$ cat config.mk
export PLATFORM = sky130hd
export DESIGN_NAME = press_classifier
export DESIGN_NICKNAME = d
export VERILOG_FILES = /design/src/rtl/button_pkg.sv /design/src/rtl/press_classifier.sv
export SDC_FILE = /design/constraint.sdc
export NUM_CORES = 1
export LEC_CHECK = 0
export ABC_AREA = 1
export CAP_MARGIN = 20
export CORE_ASPECT_RATIO = 0.8
export CORE_UTILIZATION = 33
export CTS_CLUSTER_SIZE = 24
export DETAILED_ROUTE_END_ITERATION = 12
export PLACE_DENSITY = 0.44
export SYNTH_ARGS = -nofsm -noshare
export SYNTH_HDL_FRONTEND = slang
export SYNTH_SLANG_ARGS = --single-unit
$ cat constraint.sdc
create_clock -name clk -period 2.35 [get_ports clk]
set_input_delay 0.235 -clock clk [delete_from_list [all_inputs] [get_ports clk]]
set_output_delay 0.235 -clock clk [all_outputs]
set_load 0.02 [all_outputs]
$ cat src/rtl/button_pkg.sv
// Shared button-handling types and 50 MHz default timing constants.
package button_pkg;

    typedef enum logic [2:0] {
        IDLE,
        PRESS1,
        GAP,
        PRESS2,
        LONG
    } press_state_t;

    localparam int unsigned DEF_LONG_PRESS_TIME = 50_000_000;
    localparam int unsigned DEF_DOUBLE_GAP_TIME = 12_500_000;

endpackage

$ cat src/rtl/press_classifier.sv
// Turns a debounced button level into click / double-click / long-press pulses.
// Every output is a register updated by the single FSM process.
module press_classifier
    import button_pkg::*;
#(
    parameter int unsigned LONG_PRESS_TIME = DEF_LONG_PRESS_TIME,
    parameter int unsigned DOUBLE_GAP_TIME = DEF_DOUBLE_GAP_TIME
) (
    input  logic clk,
    input  logic rst,
    input  logic btn_level,
    output logic click_pulse,
    output logic double_pulse,
    output logic long_pulse,
    output logic long_held,
    output logic busy
);

    localparam int unsigned MAX_TIME = (LONG_PRESS_TIME > DOUBLE_GAP_TIME) ?
                                       LONG_PRESS_TIME : DOUBLE_GAP_TIME;
    localparam int unsigned CNT_W    = $clog2(MAX_TIME + 1);

    // The threshold fires on the sample that would bring cnt up to the limit.
    localparam logic [CNT_W-1:0] LONG_LAST = CNT_W'(LONG_PRESS_TIME - 1);
    localparam logic [CNT_W-1:0] GAP_LAST  = CNT_W'(DOUBLE_GAP_TIME - 1);
    localparam logic [CNT_W-1:0] CNT_MAX   = CNT_W'(MAX_TIME);
    localparam logic [CNT_W-1:0] CNT_ONE   = CNT_W'(1);

    press_state_t     r_state;
    logic [CNT_W-1:0] r_cnt;
    logic             r_prev;

    logic             w_rise;
    logic             w_fall;
    logic [CNT_W-1:0] w_cnt_inc;

    assign w_rise    = btn_level & ~r_prev;
    assign w_fall    = ~btn_level & r_prev;
    assign w_cnt_inc = (r_cnt == CNT_MAX) ? r_cnt : r_cnt + CNT_ONE;

    always_ff @(posedge clk or posedge rst) begin
        if (rst) begin
            r_state      <= IDLE;
            r_cnt        <= '0;
            r_prev       <= 1'b0;
            click_pulse  <= 1'b0;
            double_pulse <= 1'b0;
            long_pulse   <= 1'b0;
            long_held    <= 1'b0;
            busy         <= 1'b0;
        end else begin
            r_prev       <= btn_level;
            click_pulse  <= 1'b0;
            double_pulse <= 1'b0;
            long_pulse   <= 1'b0;
            case (r_state)
                IDLE: begin
                    if (w_rise) begin
                        r_state <= PRESS1;
                        r_cnt   <= CNT_ONE;
                        busy    <= 1'b1;
                    end
                end
                PRESS1: begin
                    if (w_fall) begin
                        r_state <= GAP;
                        r_cnt   <= CNT_ONE;
                    end else if (r_cnt >= LONG_LAST) begin
                        r_state    <= LONG;
                        long_pulse <= 1'b1;
                        long_held  <= 1'b1;
                    end else begin
                        r_cnt <= w_cnt_inc;
                    end
                end
                GAP: begin
                    // A re-press on the expiry sample still counts as a double click.
                    if (w_rise) begin
                        r_state      <= PRESS2;
                        double_pulse <= 1'b1;
                    end else if (r_cnt >= GAP_LAST) begin
                        r_state     <= IDLE;
                        r_cnt       <= '0;
                        click_pulse <= 1'b1;
                        busy        <= 1'b0;
                    end else begin
                        r_cnt <= w_cnt_inc;
                    end
                end
                PRESS2: begin
                    if (w_fall) begin
                        r_state <= IDLE;
                        r_cnt   <= '0;
                        busy    <= 1'b0;
                    end
                end
                LONG: begin
                    if (w_fall) begin
                        r_state   <= IDLE;
                        r_cnt     <= '0;
                        long_held <= 1'b0;
                        busy      <= 1'b0;
                    end
                end
                default: begin
                    r_state   <= IDLE;
                    r_cnt     <= '0;
                    long_held <= 1'b0;
                    busy      <= 1'b0;
                end
            endcase
        end
    end

endmodule

# Yosys cells after proc, flatten, opt, wreduce, memory -nomap -nowiden
# Cells that the tools add are included.
# op_classes
add_sub_neg,1
order_cmp,2
eq_ne,15
mux,31
bitwise,6
reduce_logical,7
# op_table
op,count
$mux W26,7
$pmux W26 S4,1
$add A26 B1 Y26 const B,1
$eq A26 B26 Y1 const B,1
$ge A26 B24 Y1 const B,1
$ge A26 B26 Y1 const B,1
$mux W3,6
$mux W1,14
$ne A2 B2 Y1 const B,6
$pmux W3 S4,1
$reduce_and A4 Y1,3
$ne A3 B3 Y1 const B,3
$eq A3 B2 Y1 const B,2
$reduce_and A5 Y1,1
$not A1 Y1,4
$pmux W1 S4,1
$eq A3 B1 Y1 const B,1
$eq A3 B3 Y1 const B,1
$logic_not A3 Y1,1
$pmux W1 S3,1
$reduce_or A3 Y1,1
$and A1 B1 Y1,2
$ne A2 B1 Y1 const B,1
$reduce_or A2 Y1,1
# totals
register_bits,35
inputBits,3
output_inout_bits,5
elab_cells,70

# Depth between registers and ports, before layout
# logic_depth
word_depth,5
depth_mapped,14
depth_no_buf,13

# Least setup slack after synthesis
# OpenSTA, ideal clock, no wires.
# synth_path
path_type,reg-to-reg
startpoint,register r_cnt[1]
endpoint,register r_cnt[0]
setup_time_ns,0.116
t_arrival_ns,1.450
required_time_ns,2.234
slack_ns,0.784
stages_incl_launch_ff,14
n_path_buf,1
period_less_slack_ns,1.566
cell_sequence,dfrtp_1 > ha_1 > nand2_2 > nor2_2 > nand2_1 > nand2_1 > nand3_2 > nand3_2 > nand2_4 > nand2_8 > inv_4 > buf_6 > nand2_1 > nand2_1
# synth_between
elab_chain_cells,5
word_cells_on_any_way,11
classes_between,order compare: 2; eq/ne: 2; mux: 6; reduce/logical: 1
# synth_lines
item,line,text
start: declaration,press_classifier.sv:30,logic [CNT_W-1:0] r_cnt;
start signal: assignment,press_classifier.sv:73,r_cnt <= w_cnt_inc;
start signal: assignment,press_classifier.sv:87,r_cnt <= w_cnt_inc;
"parallel branches: the longest is 5 deep, another holds $ge A26 B24 Y1",--,
# Parallel ways; which one is timed is not known. The select of a mux whose other input is x is not followed.
# A chain may end at the register's enable or synchronous reset.

# Final worst setup path
# layout_path
startpoint,register r_cnt[0]
endpoint,register r_cnt[3]
# layout_between
elab_chain_cells,5
word_cells_on_any_way,12
classes_between,add/sub: 1; order compare: 2; eq/ne: 2; mux: 6; reduce/logical: 1
# layout_lines
item,line,text
$add A26 B1 Y26 or $eq A26 B26 Y1 (tied branches),press_classifier.sv:39,assign w_cnt_inc = (r_cnt == CNT_MAX) ? r_cnt : r_cnt + CNT_ONE;
$mux W26,press_classifier.sv:39,
"$mux W26, on equally long branches","press_classifier.sv:81, press_classifier.sv:68",
"$mux W26, on equally long branches","press_classifier.sv:78, press_classifier.sv:65",
$pmux W26 S4,press_classifier.sv:56,case (r_state)
# Several ways; a longest one is shown, not always the timed one. The select of a mux whose other input is x is not followed.

==> flow_summary.yaml <==
power:
  ir_worst_vdd_v: 0.000551
  pwr-share-clk: 0.266
  internal_power_mw: 1.29
  p_comb_frac: 0.403
  total_leakage_power_nw: 1.51
  seq_power_share: 0.331
  switching_share: 0.404
  total_power_mw: 2.16
  power-per-cell-area_nw_per_um2: 731
  switchingPower_mw: 0.872
timing:
  rsz0062_at_grt: "no"
  fin_crit_ps: 1950
  final-max-slew-violation-count: 0
  maxSlewHeadroom: 0.678
  report.final.setup_viol: 0
  achievable-frequency_mhz: 514
  tightestPinTransition_ps: 482
  total_count_of_hold_check_failures_in_the_final_report: 0
  setup_total_negative_slack_ps: 0
  layout_worst_path_cycle_share: 0.828
  clock_skew_ps: 10.8
routing:
  drt_iter0_markers: 115
  wirelength_um: 7110
  wire_per_inst_um: 13.7
  drt.antenna.violating_nets: 0
  drc: 0
  drt_first_pass_iters: 4
  post_drt_via_cell_ratio: 4.63
  dr_total_vias: 2405
global_route:
  grt-ovfl-total: 0
  grt_use_total: 0.191
  wire_length_of_the_first_global_routing_pass_um: 11800
  initial_antenna_violation_count: 0
  grt_pass1_vias: 2300
  grt_start_max_net_pins: 36
floorplanning:
  placementRows: 28
  io-pin-count: 8
  die-width_um: 102
  design.die.area_um2: 8380
  initial_utilization: 0.349
  core-area_um2: 7570
  die_h_um: 82.1
critical_path:
  rr_worst_depth: 11
  worst_ep_arrival_time_ps: 2170
  critPathLaunchType: "flip-flop"
  worstReg2RegEnd: "r_cnt[3]"
  worst-path-max-fanout: 16
  worst_r2r_startpoint: "r_cnt[0]"
  critical_path_class: "flip-flop to flip-flop"
  ff2ff_setup_slack_ps: 400
  crit_required_ps: 2570
  endpoint_kind: "flip-flop"
cells_and_area:
  final_cell_area_um2: 2960
  instances_no_fill: 519
  drive_above_1_share: 0.138
  nNetsFinal: 418
  layout.filler_cells: 822
  antenna_cells: 0
  area_growth_syn_to_layout_pct: 11.9
  layout.core_utilization: 0.391
placement:
  finalWeightedCongestion: 0.809
  dp_cells: 511
  detailedPlacementHpwl_um: 5500
  io_buffers: 7
  dpl_cell_area_um2: 2840
synthesis:
  yosys_warnings: 0
  yosys_top_cell_by_area: "sky130_fd_sc_hd__dfrtp_1"
  syn_nets: 405
  post_synth_inst_count: 400
  share_of_synthesized_area_occupied_by_flip_flops_and_latches: 0.331
  syn-cell-area_um2: 2640
  synthTopCellsByArea: "sky130_fd_sc_hd__dfrtp_1 (33%), sky130_fd_sc_hd__nand2_1 (18%), sky130_fd_sc_hd__nor2_1 (7.5%)"
  synth_seq_cells: 35
  synth.avg_cell_area_um2: 6.61
  synthDistinctLibCells: 32
  synth_largest_type_area_fraction: 0.331
clocking:
  tritoncts: "yes"
  insertion_delay_ps: 290
  path_clk_slew_ps: 80
  h-tree-depth: 2
  post_cts_resized: 0
  clock-root-buffer: "sky130_fd_sc_hd__clkbuf_8"
  cts_buffers: 5
  cts.sinks: 35
  clock_tree.buffer_depth: 2
  postCtsSetupBuffers: 0
  cts_hold_buf: 0
run_status:
  run_status: "complete, no violations"
hold_path:
  hold_wc_path_type: "input port to async pin"
run:
  timing.max_cap.violations: 0
## cells in the mapped netlist (all sizes together)
master    n
a21o      1
a21oi     4
a31o      1
buf       5
clkbuf    1
dfrtp    35
ha        2
inv      59
nand2   138
nand3    40
nand3b    1
nand4    12
nor2     62
nor3     10
nor3b     1
o21ai    14
o21bai    1
or2       2
xor2     11
## per-stage QoR
step           worst slack (ps)  hold slack (ps)
2_1_floorplan               784              266
3_3_place_gp                328              468
3_5_place_dp                286              468
4_1_cts                     410              373
5_1_grt                     261              424
6_report                    405              355
## cells in the final DEF, fill, tap and decap left out, drive strengths merged
cell type and n:
nand3b 1, a31o 1, nor3b 1, bufinv 1
inv 59, or2 2, o21ai 14, clkbuf 6
a21oi 4, buf 5, nand4 12, nor3 10
clkinv 1, o21bai 1, a21o 1, clkdlybuf4s50 7
xor2 11, dfrtp 35, nand3 40, nor2 62
nand2 138, ha 2
## layout make-up
cell class | count | area [um2] | area share
Sequential cell | 35 | 876 | 0.296
Timing Repair Buffer | 12 | 120 | 0.0406
Clock buffer | 6 | 82.6 | 0.0279
Clock inverter | 2 | 35.0 | 0.0118
Inverter | 59 | 224 | 0.0757
Tap cell | 105 | 131 | 0.0444
Multi-Input combinational cell | 300 | 1490 | 0.503
## metal layers
metal  track usage  share of wire  up-vias
li1              -              -     1276
met1         0.287           0.56     1095
met2         0.287           0.40       30
met3        0.0306          0.027        4
met4        0.0371         0.0052        0
met5             0              0        -
## power by group through the flow
stage / registers [mW] / logic, mW / clock network (mW)
CTS: 0.715 / 0.880 / 0.602
global placement: 0.729 / 0.891 / 0
detailed placement: 0.724 / 0.883 / 0
floorplan: 0.731 / 0.665 / 0
global route: 0.723 / 0.986 / 0.629
finish: 0.716 / 0.871 / 0.575
## registers in the layout, indices dropped and copies added (netlist names)
name          cells
r_prev            1
r_state           3
long_held         1
busy              1
click_pulse       1
long_pulse        1
double_pulse      1
r_cnt            26
## logic make-up after synthesis
| group | synth area share |
|---|---|
| flip-flops | 0.331 |
| XOR/XNOR | 0.0364 |
| adder cells (fa/ha/maj) | 0.00946 |
| buffers and inverters | 0.106 |
| AND/OR/NAND/NOR | 0.463 |
| AO/OA/AOI/OAI | 0.0544 |
## worst max-delay path by stage
| stage | slack (ps) | end | start |
|---|---|---|---|
| global placement | 330 | r_cnt[1] | btn_level |
| floorplan | 780 | r_cnt[0] | r_cnt[1] |
| CTS | 410 | r_cnt[3] | r_cnt[0] |
| detailed placement | 290 | r_cnt[1] | btn_level |
| finish | 400 | r_cnt[3] | r_cnt[0] |
| global route | 260 | r_cnt[3] | r_cnt[0] |
## critical path, cell delays in order (launching register included)
cell	delay, ps
sky130_fd_sc_hd__dfrtp_1	400
sky130_fd_sc_hd__ha_1	240
sky130_fd_sc_hd__nand2_2	110
sky130_fd_sc_hd__inv_1	70
sky130_fd_sc_hd__nand2_1	90
sky130_fd_sc_hd__nand3_1	140
sky130_fd_sc_hd__nand3_1	170
sky130_fd_sc_hd__nand4_2	150
sky130_fd_sc_hd__nand2_2	190
sky130_fd_sc_hd__buf_12	180
sky130_fd_sc_hd__nand3_1	80
sky130_fd_sc_hd__nand2_1	70
Power figures use the tool's default switching activity.
